$ cat src/rtl/tsc_pretrig_cache_if.sv
// -----------------------------------------------------------------------------
// tsc_pretrig_cache_if
// Bundles the control, sample and serial-uplink signals of tsc_pretrig_cache.
//   master : drives start/abort/send, the sample stream and the trigger setup
//   slave  : the cache itself; returns status, timestamp and the serial stream
// Parameters: DATA_W (sample width), TIMER_W (timestamp width)
// -----------------------------------------------------------------------------
interface tsc_pretrig_cache_if #(
  parameter int DATA_W  = 8,
  parameter int TIMER_W = 32
);
  logic               start;
  logic               abort;
  logic               smp_vld;
  logic [DATA_W-1:0]  smp_data;
  logic [DATA_W-1:0]  trig_lvl;
  logic               trig_edge;
  logic               send;
  logic               busy;
  logic               armed;
  logic               trd;
  logic [TIMER_W-1:0] trigtm;
  logic               cd;
  logic               sd;
  logic               sd_vld;

  modport master (
    output start, abort, smp_vld, smp_data, trig_lvl, trig_edge, send,
    input  busy, armed, trd, trigtm, cd, sd, sd_vld
  );

  modport slave (
    input  start, abort, smp_vld, smp_data, trig_lvl, trig_edge, send,
    output busy, armed, trd, trigtm, cd, sd, sd_vld
  );
endinterface

$ cat src/rtl/tsc_pretrig_cache.sv
// -----------------------------------------------------------------------------
// tsc_pretrig_cache
// Trigger-surround cache: keeps PRE samples before a trigger, the trigger
// sample and DEPTH-PRE-1 samples after it in a DEPTH-entry ring, timestamps
// the trigger and streams the window oldest-first, MSB first, on request.
//
// Ports
//   clk    : single clock, rising edge
//   reset  : asynchronous, active-high
//   bus    : tsc_pretrig_cache_if.slave
//            in : start, abort, smp_vld, smp_data, trig_lvl, trig_edge, send
//            out: busy, armed, trd, trigtm, cd, sd, sd_vld
//
// Build option
//   TSC_PARITY_EN : when defined, each serial word gets one even-parity bit
//                   after its LSB (word length DATA_W+1 instead of DATA_W).
//
// Requires DEPTH a power of two >= 4, 0 <= PRE <= DEPTH-1 and a serial word
// of at least two bits (the next word is prefetched while the current one
// shifts out).
// -----------------------------------------------------------------------------
module tsc_pretrig_cache #(
  parameter int DATA_W  = 8,
  parameter int DEPTH   = 32,
  parameter int PRE     = 16,
  parameter int TIMER_W = 32
) (
  input  logic                clk,
  input  logic                reset,
  tsc_pretrig_cache_if.slave  bus
);

  localparam int AW     = $clog2(DEPTH);
  localparam int CW     = AW + 1;
  localparam int POST_N = DEPTH - PRE - 1;
`ifdef TSC_PARITY_EN
  localparam int B      = DATA_W + 1;
`else
  localparam int B      = DATA_W;
`endif
  localparam int BW     = $clog2(B + 1);

  localparam logic [AW-1:0] PRE_A     = AW'(PRE);
  localparam logic [AW-1:0] LAST_WORD = AW'(DEPTH - 1);
  localparam logic [CW-1:0] PRE_LAST  = CW'((PRE    == 0) ? 0 : PRE - 1);
  localparam logic [CW-1:0] POST_LAST = CW'((POST_N == 0) ? 0 : POST_N - 1);
  localparam logic [BW-1:0] LAST_BIT  = BW'(B - 1);

  typedef enum logic [2:0] {
    S_IDLE, S_PREFILL, S_ARMED, S_POST, S_DONE, S_SEND
  } state_t;

  state_t              r_state;
  logic [TIMER_W-1:0]  r_timer;
  logic [AW-1:0]       r_wr_ptr;
  logic [AW-1:0]       r_rd_base;
  logic [AW-1:0]       r_rd_ptr;
  logic [CW-1:0]       r_cnt;
  logic [AW-1:0]       r_word_cnt;
  logic [BW-1:0]       r_bit_cnt;
  logic [DATA_W-1:0]   r_prev;
  logic                r_trd;
  logic [TIMER_W-1:0]  r_trigtm;
  logic                r_cd;
  logic [B-1:0]        r_shift;
  logic                r_sd_vld;

  logic [DATA_W-1:0]   r_mem [DEPTH];
  logic [DATA_W-1:0]   r_rd_data;

  logic                w_capture;
  logic                w_wr_en;
  logic                w_trig;
  logic [AW-1:0]       w_rd_addr;
  logic [B-1:0]        w_word;

  // States in which incoming samples land in the ring.
  assign w_capture = (r_state == S_PREFILL) || (r_state == S_ARMED) || (r_state == S_POST);
  assign w_wr_en   = w_capture && bus.smp_vld && !bus.abort;

  // Level: at or above threshold. Edge: additionally the previous sample was below.
  assign w_trig = (bus.smp_data >= bus.trig_lvl) &&
                  (!bus.trig_edge || (r_prev < bus.trig_lvl));

  // Read address keeps the first dump word prefetched before send arrives:
  // while ARMED it tracks the would-be window start, so the data register is
  // correct even when the trigger moves straight to DONE; during SEND it runs
  // one word ahead of the shifter.
  always_comb begin
    w_rd_addr = r_rd_base;
    if (r_state == S_ARMED)
      w_rd_addr = r_wr_ptr - PRE_A;
    else if (r_state == S_SEND)
      w_rd_addr = r_rd_ptr;
  end

`ifdef TSC_PARITY_EN
  assign w_word = {r_rd_data, ^r_rd_data};
`else
  assign w_word = r_rd_data;
`endif

  // Ring storage: no reset so it maps onto block RAM; contents are don't-care
  // after reset.
  always_ff @(posedge clk) begin
    if (w_wr_en)
      r_mem[r_wr_ptr] <= bus.smp_data;
    r_rd_data <= r_mem[w_rd_addr];
  end

  always_ff @(posedge clk or posedge reset) begin
    if (reset) begin
      r_state    <= S_IDLE;
      r_timer    <= '0;
      r_wr_ptr   <= '0;
      r_rd_base  <= '0;
      r_rd_ptr   <= '0;
      r_cnt      <= '0;
      r_word_cnt <= '0;
      r_bit_cnt  <= '0;
      r_prev     <= '0;
      r_trd      <= 1'b0;
      r_trigtm   <= '0;
      r_cd       <= 1'b0;
      r_shift    <= '0;
      r_sd_vld   <= 1'b0;
    end else begin
      r_timer <= r_timer + TIMER_W'(1);

      if (bus.abort) begin
        r_state  <= S_IDLE;
        r_trd    <= 1'b0;
        r_cd     <= 1'b0;
        r_shift  <= '0;
        r_sd_vld <= 1'b0;
      end else begin
        case (r_state)
          S_IDLE: begin
            if (bus.start) begin
              r_wr_ptr   <= '0;
              r_cnt      <= '0;
              r_word_cnt <= '0;
              r_bit_cnt  <= '0;
              r_trd      <= 1'b0;
              r_cd       <= 1'b0;
              r_trigtm   <= '0;
              r_prev     <= '1;
              r_state    <= (PRE == 0) ? S_ARMED : S_PREFILL;
            end
          end

          S_PREFILL: begin
            if (bus.smp_vld) begin
              r_wr_ptr <= r_wr_ptr + AW'(1);
              r_prev   <= bus.smp_data;
              if (r_cnt == PRE_LAST) begin
                r_cnt   <= '0;
                r_state <= S_ARMED;
              end else begin
                r_cnt <= r_cnt + CW'(1);
              end
            end
          end

          S_ARMED: begin
            if (bus.smp_vld) begin
              r_wr_ptr <= r_wr_ptr + AW'(1);
              r_prev   <= bus.smp_data;
              if (w_trig) begin
                r_trd     <= 1'b1;
                r_trigtm  <= r_timer;
                r_rd_base <= r_wr_ptr - PRE_A;
                r_cnt     <= '0;
                r_state   <= (POST_N == 0) ? S_DONE : S_POST;
              end
            end
          end

          S_POST: begin
            if (bus.smp_vld) begin
              r_wr_ptr <= r_wr_ptr + AW'(1);
              r_prev   <= bus.smp_data;
              if (r_cnt == POST_LAST)
                r_state <= S_DONE;
              else
                r_cnt <= r_cnt + CW'(1);
            end
          end

          S_DONE: begin
            if (bus.send) begin
              r_shift    <= w_word;
              r_sd_vld   <= 1'b1;
              r_rd_ptr   <= r_rd_base + AW'(1);
              r_word_cnt <= '0;
              r_bit_cnt  <= '0;
              r_state    <= S_SEND;
            end
          end

          S_SEND: begin
            if (r_bit_cnt == LAST_BIT) begin
              r_bit_cnt <= '0;
              if (r_word_cnt == LAST_WORD) begin
                r_shift  <= '0;
                r_sd_vld <= 1'b0;
                r_cd     <= 1'b1;
                r_state  <= S_IDLE;
              end else begin
                r_word_cnt <= r_word_cnt + AW'(1);
                r_shift    <= w_word;
                r_rd_ptr   <= r_rd_ptr + AW'(1);
              end
            end else begin
              r_bit_cnt <= r_bit_cnt + BW'(1);
              r_shift   <= {r_shift[B-2:0], 1'b0};
            end
          end

          default: r_state <= S_IDLE;
        endcase
      end
    end
  end

  assign bus.busy   = (r_state != S_IDLE);
  assign bus.armed  = (r_state == S_ARMED);
  assign bus.trd    = r_trd;
  assign bus.trigtm = r_trigtm;
  assign bus.cd     = r_cd;
  assign bus.sd     = r_shift[B-1];
  assign bus.sd_vld = r_sd_vld;

endmodule

$ cat src/flat_wrapper.sv
// flat-port wrapper written by rule: the top's interface ports become plain ports
module tsc_pretrig_cache_flat 
#(
  parameter int DATA_W  = 8,
  parameter int DEPTH   = 32,
  parameter int PRE     = 16,
  parameter int TIMER_W = 32
)
  (clk, reset, bus_start, bus_abort, bus_smp_vld, bus_smp_data, bus_trig_lvl, bus_trig_edge, bus_send, bus_busy, bus_armed, bus_trd, bus_trigtm, bus_cd, bus_sd, bus_sd_vld);
  tsc_pretrig_cache_if #(.DATA_W(DATA_W), .TIMER_W(TIMER_W)) bus_i ();
  input  logic clk;
  input  logic reset;
  input wire logic [$bits(bus_i.start)-1:0] bus_start;
  input wire logic [$bits(bus_i.abort)-1:0] bus_abort;
  input wire logic [$bits(bus_i.smp_vld)-1:0] bus_smp_vld;
  input wire logic [$bits(bus_i.smp_data)-1:0] bus_smp_data;
  input wire logic [$bits(bus_i.trig_lvl)-1:0] bus_trig_lvl;
  input wire logic [$bits(bus_i.trig_edge)-1:0] bus_trig_edge;
  input wire logic [$bits(bus_i.send)-1:0] bus_send;
  output wire logic [$bits(bus_i.busy)-1:0] bus_busy;
  output wire logic [$bits(bus_i.armed)-1:0] bus_armed;
  output wire logic [$bits(bus_i.trd)-1:0] bus_trd;
  output wire logic [$bits(bus_i.trigtm)-1:0] bus_trigtm;
  output wire logic [$bits(bus_i.cd)-1:0] bus_cd;
  output wire logic [$bits(bus_i.sd)-1:0] bus_sd;
  output wire logic [$bits(bus_i.sd_vld)-1:0] bus_sd_vld;
  assign bus_i.start = bus_start;
  assign bus_i.abort = bus_abort;
  assign bus_i.smp_vld = bus_smp_vld;
  assign bus_i.smp_data = bus_smp_data;
  assign bus_i.trig_lvl = bus_trig_lvl;
  assign bus_i.trig_edge = bus_trig_edge;
  assign bus_i.send = bus_send;
  assign bus_busy = bus_i.busy;
  assign bus_armed = bus_i.armed;
  assign bus_trd = bus_i.trd;
  assign bus_trigtm = bus_i.trigtm;
  assign bus_cd = bus_i.cd;
  assign bus_sd = bus_i.sd;
  assign bus_sd_vld = bus_i.sd_vld;
  tsc_pretrig_cache #(.DATA_W(DATA_W), .DEPTH(DEPTH), .PRE(PRE), .TIMER_W(TIMER_W)) u_core (.clk(clk), .reset(reset), .bus(bus_i));
endmodule
$ cat config.mk
export PLATFORM = sky130hd
export DESIGN_NAME = tsc_pretrig_cache_flat
export DESIGN_NICKNAME = d
export VERILOG_FILES = /design/src/rtl/tsc_pretrig_cache_if.sv /design/src/rtl/tsc_pretrig_cache.sv /design/src/flat_wrapper.sv
export SDC_FILE = /design/constraint.sdc
export NUM_CORES = 1
export LEC_CHECK = 0
export ABC_AREA = 1
export CORE_UTILIZATION = 50
export CTS_BUF_LIST = sky130_fd_sc_hd__clkbuf_4
export CTS_CLUSTER_DIAMETER = 100
export DETAILED_ROUTE_END_ITERATION = 16
export GPL_TIMING_DRIVEN = 0
export PLACE_DENSITY = 0.76
export SETUP_SLACK_MARGIN = 0.02
export SYNTH_ARGS = -nofsm -noshare
export SYNTH_HDL_FRONTEND = slang
export SYNTH_SLANG_ARGS = --single-unit
$ cat constraint.sdc
create_clock -name clk -period 6.7 [get_ports clk]
set_input_delay 1.005 -clock clk [delete_from_list [all_inputs] [get_ports clk]]
set_output_delay 1.005 -clock clk [all_outputs]
set_load 0.01 [all_outputs]
==> results.yml, run 1 <==
outcome:
  run_status: "finished clean"
layout:
  mostFrequentLayoutCells: "sky130_fd_sc_hd__nand2_1, sky130_fd_sc_hd__nand3_1, sky130_fd_sc_hd__inv_1"
  area_growth_pct: 14.0
  leading_cell_type_in_the_layout_fill_and_taps_excluded: "sky130_fd_sc_hd__nand2_1"
  design.final.nets: 1995
  post_route_cells_drive_above_1_share: 0.124
  final_instance_count_excl_fillers: 2476
critical_path:
  startpoint: "u_core.r_state[2]"
  cp_cell_sequence: "buf_2 -> nor2_2 -> nand2_2 -> inv_2 -> buf_4 -> clkbuf_1 -> clkdlybuf4s50_1"
  timing.rr.end: "u_core.r_mem[0][0]"
  cp-endpoint: "bus_armed"
  critical_path_cell_with_the_highest_stage_delay: "sky130_fd_sc_hd__clkdlybuf4s50_1"
  reg2reg_slack_ns: 3.59
  worst_setup_path_start_kind: "register"
  r2r_cells: 10
  worst_ep_arrival_time_ns: 2.78
  worstReg2RegStart: "u_core.r_state[0]"
  endpoint_kind: "output pin"
  critical_path.max_stage_delay_ns: 0.61
  worst_ep_required_time_ns: 5.69
  crit_type: "reg2out"
  crit_fanout: 10
yosys:
  synth_nets: 1837
  count_of_flip_flops_with_a_built_in_enable_after_synthesis: 256
  synth_seq_area_share: 0.614
  synth_async_sr_flop_share: 0.305
  ys_ff_latch: 380
  synthDistinctLibCells: 41
  ys_warn_count: 0
  syn_avg_cell_area_um2: 9.79
  yosys_most_used_dff: "sky130_fd_sc_hd__edfxtp_1"
  netlist_area_um2: 17500
  syn_inst: 1788
power_and_ir_drop:
  seq_power_share: 0.357
  finalPower_mw: 7.69
  power_per_cell_area_nw_per_um2: 385
  static_leakage_nw: 8.69
  share_comb_of_total_power: 0.376
  sw_frac_of_total: 0.397
  net-switching-power_mw: 3.06
  clockPowerShare: 0.267
  cell_internal_pwr_mw: 4.63
  vdd.ir_drop.worst_mv: 0.209
routing:
  drt_wl_total_um: 44500
  post_drt_via_cell_ratio: 5.42
  drc: 0
  routed-via-count: 13400
  antenna_left: 0
  detailedRoute.firstIterationViolations: 1331
  route.detailed.wl_per_inst_um: 18.0
  first_pass_iters: 6
sta:
  timing.fmax_mhz: 264
  timing.final.crit_period_ns: 3.79
  worst_pin_slew_ns: 1.16
  setup_total_negative_slack_ns: 0
  setup_viol_count_final: 0
  slew_headroom: 0.220
  period_share: 0.566
  clock-skew-final_ns: 0.0397
  timing_hold_violations_final: 0
  timing_max_transition_violations_final: 0
  grt_setup_unrepaired: "no"
min_path:
  hp-start: "u_core.r_rd_data[0]"
  min_path_type: "reg2reg"
clock_tree:
  cts-htree-levels: 3
  clock_path_buffers: 3
  cts-buffers-inserted: 96
  postCtsSetupRepairBufs: 0
  clockRootBuffer: "sky130_fd_sc_hd__clkbuf_4"
  clock_sink_count: 380
  clock_tree_from_tritoncts: "built"
  clock_pin_slew_reported_for_the_worst_setup_and_hold_paths_after_clock_tree_synthesis_ns: 0.07
  post_cts_resized: 0
  cts_hold_buffers: 0
  insertion_delay_ns: 0.76
placed_design:
  io_buffer_count: 59
  gpl.final_weighted_congestion: 0.905
  dp.final_hpwl_um: 30200
  place_inst: 2303
die:
  initial_utilization: 0.507
  fp-row-count: 68
  coreArea_um2: 34500
  die_w_um: 189
  floorplan.die.height_um: 189
  design.die.area_um2: 35800
  io_pins: 61
global_routing:
  antenna_found_initial: 1
  number_of_global_route_vias_before_repair: 13300
  grt_first_pass_wirelength_um: 70000
  gr-usage-all-layers: 0.255
  pin_count_of_the_biggest_net_entering_global_routing: 89
  global_route.overflow_total: 0
run:
  cap_violations: 0
## flip-flops by register name, indices dropped and copies added, names as in the netlist, 3 cells and up
register / count
u_core.r_mem: 256
u_core.bus.trigtm: 32
u_core.r_timer: 32
u_core.r_prev: 8
u_core.r_rd_data: 8
u_core.r_shift: 8
u_core.r_cnt: 6
u_core.r_rd_base: 5
u_core.r_rd_ptr: 5
u_core.r_word_cnt: 5
u_core.r_wr_ptr: 5
u_core.r_bit_cnt: 4
u_core.r_state: 3
## layer usage
layer | share of wire | wire, um | vias to the layer above | track usage
met2 | 0.46 | 20500 | 657 | 0.409
met1 | 0.41 | 18200 | 6374 | 0.344
li1 | - | - | 6306 | -
met5 | 0 | 0 | - | 0
met3 | 0.11 | 4770 | 87 | 0.0573
met4 | 0.021 | 950 | 0 | 0.0878
## power by group through the flow
stage                     combinational [mW]  sequential [mW]  clock [mW]
after CTS                               2.82             2.74        2.08
after floorplan                         1.83             2.77           0
final                                   2.89             2.74        2.06
after global routing                    3.15             2.76        2.20
after detailed placement                2.81             2.79           0
after global placement                  2.76             2.79           0
## synthesized netlist by cell type, types with 8 or more instances
master,n,area (um^2)
sky130_fd_sc_hd__a21oi_1,27,135
sky130_fd_sc_hd__buf_2,40,200
sky130_fd_sc_hd__nand3b_1,50,375
sky130_fd_sc_hd__nand3_1,319,1600
sky130_fd_sc_hd__clkbuf_1,17,63.8
sky130_fd_sc_hd__edfxtp_1,256,7690
sky130_fd_sc_hd__xor2_1,24,210
sky130_fd_sc_hd__nand2_2,9,56.3
sky130_fd_sc_hd__o21ai_0,57,285
sky130_fd_sc_hd__xnor2_1,12,105
sky130_fd_sc_hd__nand4_1,9,56.3
sky130_fd_sc_hd__nor3_1,10,50.1
sky130_fd_sc_hd__nand2_1,375,1410
sky130_fd_sc_hd__dfrtp_1,116,2900
sky130_fd_sc_hd__nor2_1,69,259
sky130_fd_sc_hd__ha_1,26,325
sky130_fd_sc_hd__inv_1,276,1040
sky130_fd_sc_hd__buf_4,16,120
sky130_fd_sc_hd__o21ai_1,19,95.1
sky130_fd_sc_hd__dfxtp_1,8,160
## through the flow
stage / hold WS [ns] / instance area, um^2 / setup slack (ns) / util
after floorplan: 0.440 / 17500 / 2.62 / -
after global placement: 0.460 / 18700 / 0.994 / 0.541
after detailed placement: 0.459 / 18700 / 2.48 / 0.540
after CTS: 0.479 / 20000 / 2.86 / 0.578
after global routing: 0.497 / 20000 / 2.69 / 0.578
final: 0.474 / 20000 / 2.91 / 0.578
## worst min-delay path by stage
stage / end / slack, ns / depth (start not counted)
after global placement: u_core.r_shift[0] / 0.46 / 2
after detailed placement: u_core.r_shift[0] / 0.46 / 2
final: u_core.r_shift[0] / 0.47 / 2
after floorplan: u_core.r_shift[0] / 0.44 / 2
after CTS: u_core.r_timer[31] / 0.48 / 1
after global routing: u_core.r_timer[31] / 0.50 / 1
## layout make-up
class	instances	area (um^2)
multi-input cells	1048	5300
inverters	284	1070
clock buffers	143	1070
fillers	2920	14600
well taps	455	569
clock inverters	29	219
plain buffers	76	395
flip-flops and latches	380	10800
repair buffers	60	578
diodes	1	2.50
## kinds of logic after synthesis
logic type | Yosys count | synth area share
fa+ha+maj | 26 | 0.0186
xor+xnor | 36 | 0.0180
buf+inv | 360 | 0.0835
simple gates | 857 | 0.224
mux | 1 | 0.000643
compound gates | 128 | 0.0414
flops | 380 | 0.614
## critical path: cells and delay by family (launching register included)
| family | cells | cell delay, ns |
|---|---|---|
| buffers and inverters | 5 | 1.43 |
| flip-flops | 1 | 0.36 |
| AND/OR/NAND/NOR | 2 | 0.23 |
No activity file was read; power rests on OpenSTA's default activity.
==> inputs of run 2 (changes only) <==
clock period = 3.9 ns   (was 6.7 ns; I/O delays follow)
==> results of run 2 <==
The final DEF is identical to that of run 1. Status: finished clean.
Main changes from that run: setup slack after placement 2.48 ns -> 0.105 ns; clock-pin slew on the worst setup and hold paths 0.07 ns -> 0.08 ns; setup slack after layout 2.91 ns -> 0.531 ns; hold slack 0.474 ns -> 0.163 ns; register-to-register setup slack 3.59 ns -> 0.79 ns; total power 7.69 mW -> 13.2 mW; worst IR drop on VDD 0.209 mV -> 0.359 mV
==> inputs of run 3 (changes only) <==
MAX_ROUTING_LAYER = met4   (was not set)
RECOVER_POWER = 100   (was not set)
==> run 3 against run 2 <==
  * The flow now finishes with violations (capacitance limit, slew limit)
  * Maximum frequency fell by 3.5%
  * Cell count fell by 0.32%
  * Critical path depth is the same
  * Power shrank 2.4%
  * Sequential share of layout area is 0.51 points higher
  * Clock power shrank 7.4%
  * Clock skew fell by 0.0031 ns
  * Non-clock buffer count stayed put
  * Routed wire length grew 1.2%
==> results.yml, run 3 (synthesized netlist as in run 1, its figures left out) <==
routing:
  drt_wl_total_um: 45100
  antenna_left: 0
  detailedRoute.firstIterationViolations: 1284
  first_pass_iters: 8
  drc: 0
  post_drt_via_cell_ratio: 5.40
  routed-via-count: 13300
  route.detailed.wl_per_inst_um: 18.3
critical_path:
  critical_path_cell_with_the_highest_stage_delay: "sky130_fd_sc_hd__dlygate4sd3_1"
  worst_ep_required_time_ns: 3.31
  timing.rr.end: "u_core.r_mem[24][1]"
  startpoint: "u_core.r_state[2]"
  endpoint_kind: "output pin"
  critical_path.max_stage_delay_ns: 0.67
  worst_setup_path_start_kind: "register"
  reg2reg_slack_ns: 0.56
  worst_ep_arrival_time_ns: 2.91
  crit_type: "reg2out"
  crit_fanout: 10
  crit_path_frequent_cell: "sky130_fd_sc_hd__clkbuf_1"
  worstReg2RegStart: "u_core.r_state[2]"
  r2r_cells: 9
  cp_cell_sequence: "clkbuf_1 -> nor2_2 -> nand2_2 -> inv_2 -> buf_4 -> clkbuf_1 -> dlygate4sd3_1"
power_and_ir_drop:
  clockPowerShare: 0.253
  share_comb_of_total_power: 0.381
  vdd.ir_drop.worst_mv: 0.338
  sw_frac_of_total: 0.404
  net-switching-power_mw: 5.21
  static_leakage_nw: 8.69
  cell_internal_pwr_mw: 7.69
  finalPower_mw: 12.9
  seq_power_share: 0.366
  power_per_cell_area_nw_per_um2: 652
clock_tree:
  clock_tree_from_tritoncts: "built"
  clockRootBuffer: "sky130_fd_sc_hd__clkbuf_4"
  post_cts_resized: 0
  cts_hold_buffers: 0
  clock_pin_slew_reported_for_the_worst_setup_and_hold_paths_after_clock_tree_synthesis_ns: 0.07
  insertion_delay_ns: 0.77
  cts-htree-levels: 3
  postCtsSetupRepairBufs: 0
  clock_path_buffers: 3
  clock_sink_count: 380
  cts-buffers-inserted: 93
sta:
  grt_setup_unrepaired: "no"
  slew_headroom: -0.415
  timing_hold_violations_final: 0
  timing_max_transition_violations_final: 279
  timing.final.crit_period_ns: 3.49
  setup_viol_count_final: 0
  worst_pin_slew_ns: 2.12
  clock-skew-final_ns: 0.0366
  timing.fmax_mhz: 286
  fin_hold_ws_ns: 0.254
  period_share: 0.896
global_routing:
  global_route.peak_usage_layer: "met2"
  gr-usage-all-layers: 0.268
  gr-usage-met2: 0.418
  global_route.overflow_total: 0
  globalRouteMet3Util: 0.0580
  grt_util_met1: 0.348
  grt_first_pass_wirelength_um: 70700
  number_of_global_route_vias_before_repair: 13300
  antenna_found_initial: 3
  pin_count_of_the_biggest_net_entering_global_routing: 93
die:
  initial_utilization: 0.507
  die_w_um: 189
  io_pins: 61
  design.die.area_um2: 35800
  fp-row-count: 68
  floorplan.die.height_um: 189
  coreArea_um2: 34500
min_path:
  min_path_type: "in2reg"
  hp-start: "bus_abort"
  hold_end: "u_core.r_state[2]"
  hold-path-cell-count: 4
layout:
  area_growth_pct: 12.9
  mostFrequentLayoutCells: "sky130_fd_sc_hd__nand2_1, sky130_fd_sc_hd__nand3_1, sky130_fd_sc_hd__inv_1"
  leading_cell_type_in_the_layout_fill_and_taps_excluded: "sky130_fd_sc_hd__nand2_1"
  design.final.nets: 1992
  register_name_with_the_most_flops: "u_core.r_mem"
  final_instance_count_excl_fillers: 2468
  regArea_um2: 10800
  multi_input_area_um2: 5260
  post_route_cells_drive_above_1_share: 0.105
  largest_reg_flops: 256
  fillCellCount: 2968
outcome:
  failed_checks: "capacitance limit, slew limit"
  run_status: "finished with violations"
run:
  cap_violations: 8
placed_design:
  dp.final_hpwl_um: 30600
  place_inst: 2303
  gpl.final_weighted_congestion: 0.925
  io_buffer_count: 59
## run 3: how the worst max path moves through the flow
stage | to | slack, ns | cells past startpoint
after floorplan | u_core.bus.cd | 0.24 | 1
after global placement | u_core.bus.trigtm[0] | -1.45 | 2
after detailed placement | u_core.r_mem[20][1] | 0.62 | 9
after CTS | bus_armed | 0.47 | 7
after global routing | u_core.bus.trigtm[20] | 0.19 | 12
final | bus_armed | 0.41 | 7
## run 3: worst max-delay path, delay by kind of cell (launching register included)
kind	cells	cell delay (ns)
buf+inv	5	1.53
flops	1	0.36
simple gates	2	0.28
## run 3: area by class of cell
class | count | area share
diodes | 4 | 0.000506
plain buffers | 76 | 0.0194
clock buffers | 134 | 0.0509
clock inverters | 27 | 0.00785
inverters | 284 | 0.0540
multi-input cells | 1048 | 0.266
flip-flops and latches | 380 | 0.544
well taps | 455 | 0.0288
repair buffers | 60 | 0.0287
## run 3: stage by stage
stage | setup TNS, ns | utilization | cell area (um^2) | setup slack, ns
floorplan | 0 | - | 17500 | 0.243
global placement | -176.30 | 0.541 | 18700 | -1.45
detailed placement | 0 | 0.540 | 18700 | 0.624
CTS | 0 | 0.574 | 19800 | 0.475
global route | 0 | 0.572 | 19800 | 0.189
finish | 0 | 0.572 | 19800 | 0.407
## run 3: power by group through the flow
stage                     registers (mW)  clock network (mW)  logic [mW]
after floorplan                     4.77                   0        3.14
after global placement              4.79                   0        4.78
after detailed placement            4.79                   0        4.87
after CTS                           4.71                3.31        4.90
after global routing                4.74                3.53        5.38
final                               4.72                3.27        4.92
## run 3: layer usage
layer | vias to the layer above | wire length (um) | share of wire
li1 | 6299 | - | -
met1 | 6343 | 18800 | 0.42
met2 | 579 | 20900 | 0.46
met3 | 99 | 4250 | 0.094
met4 | 0 | 1080 | 0.024
met5 | - | 0 | 0
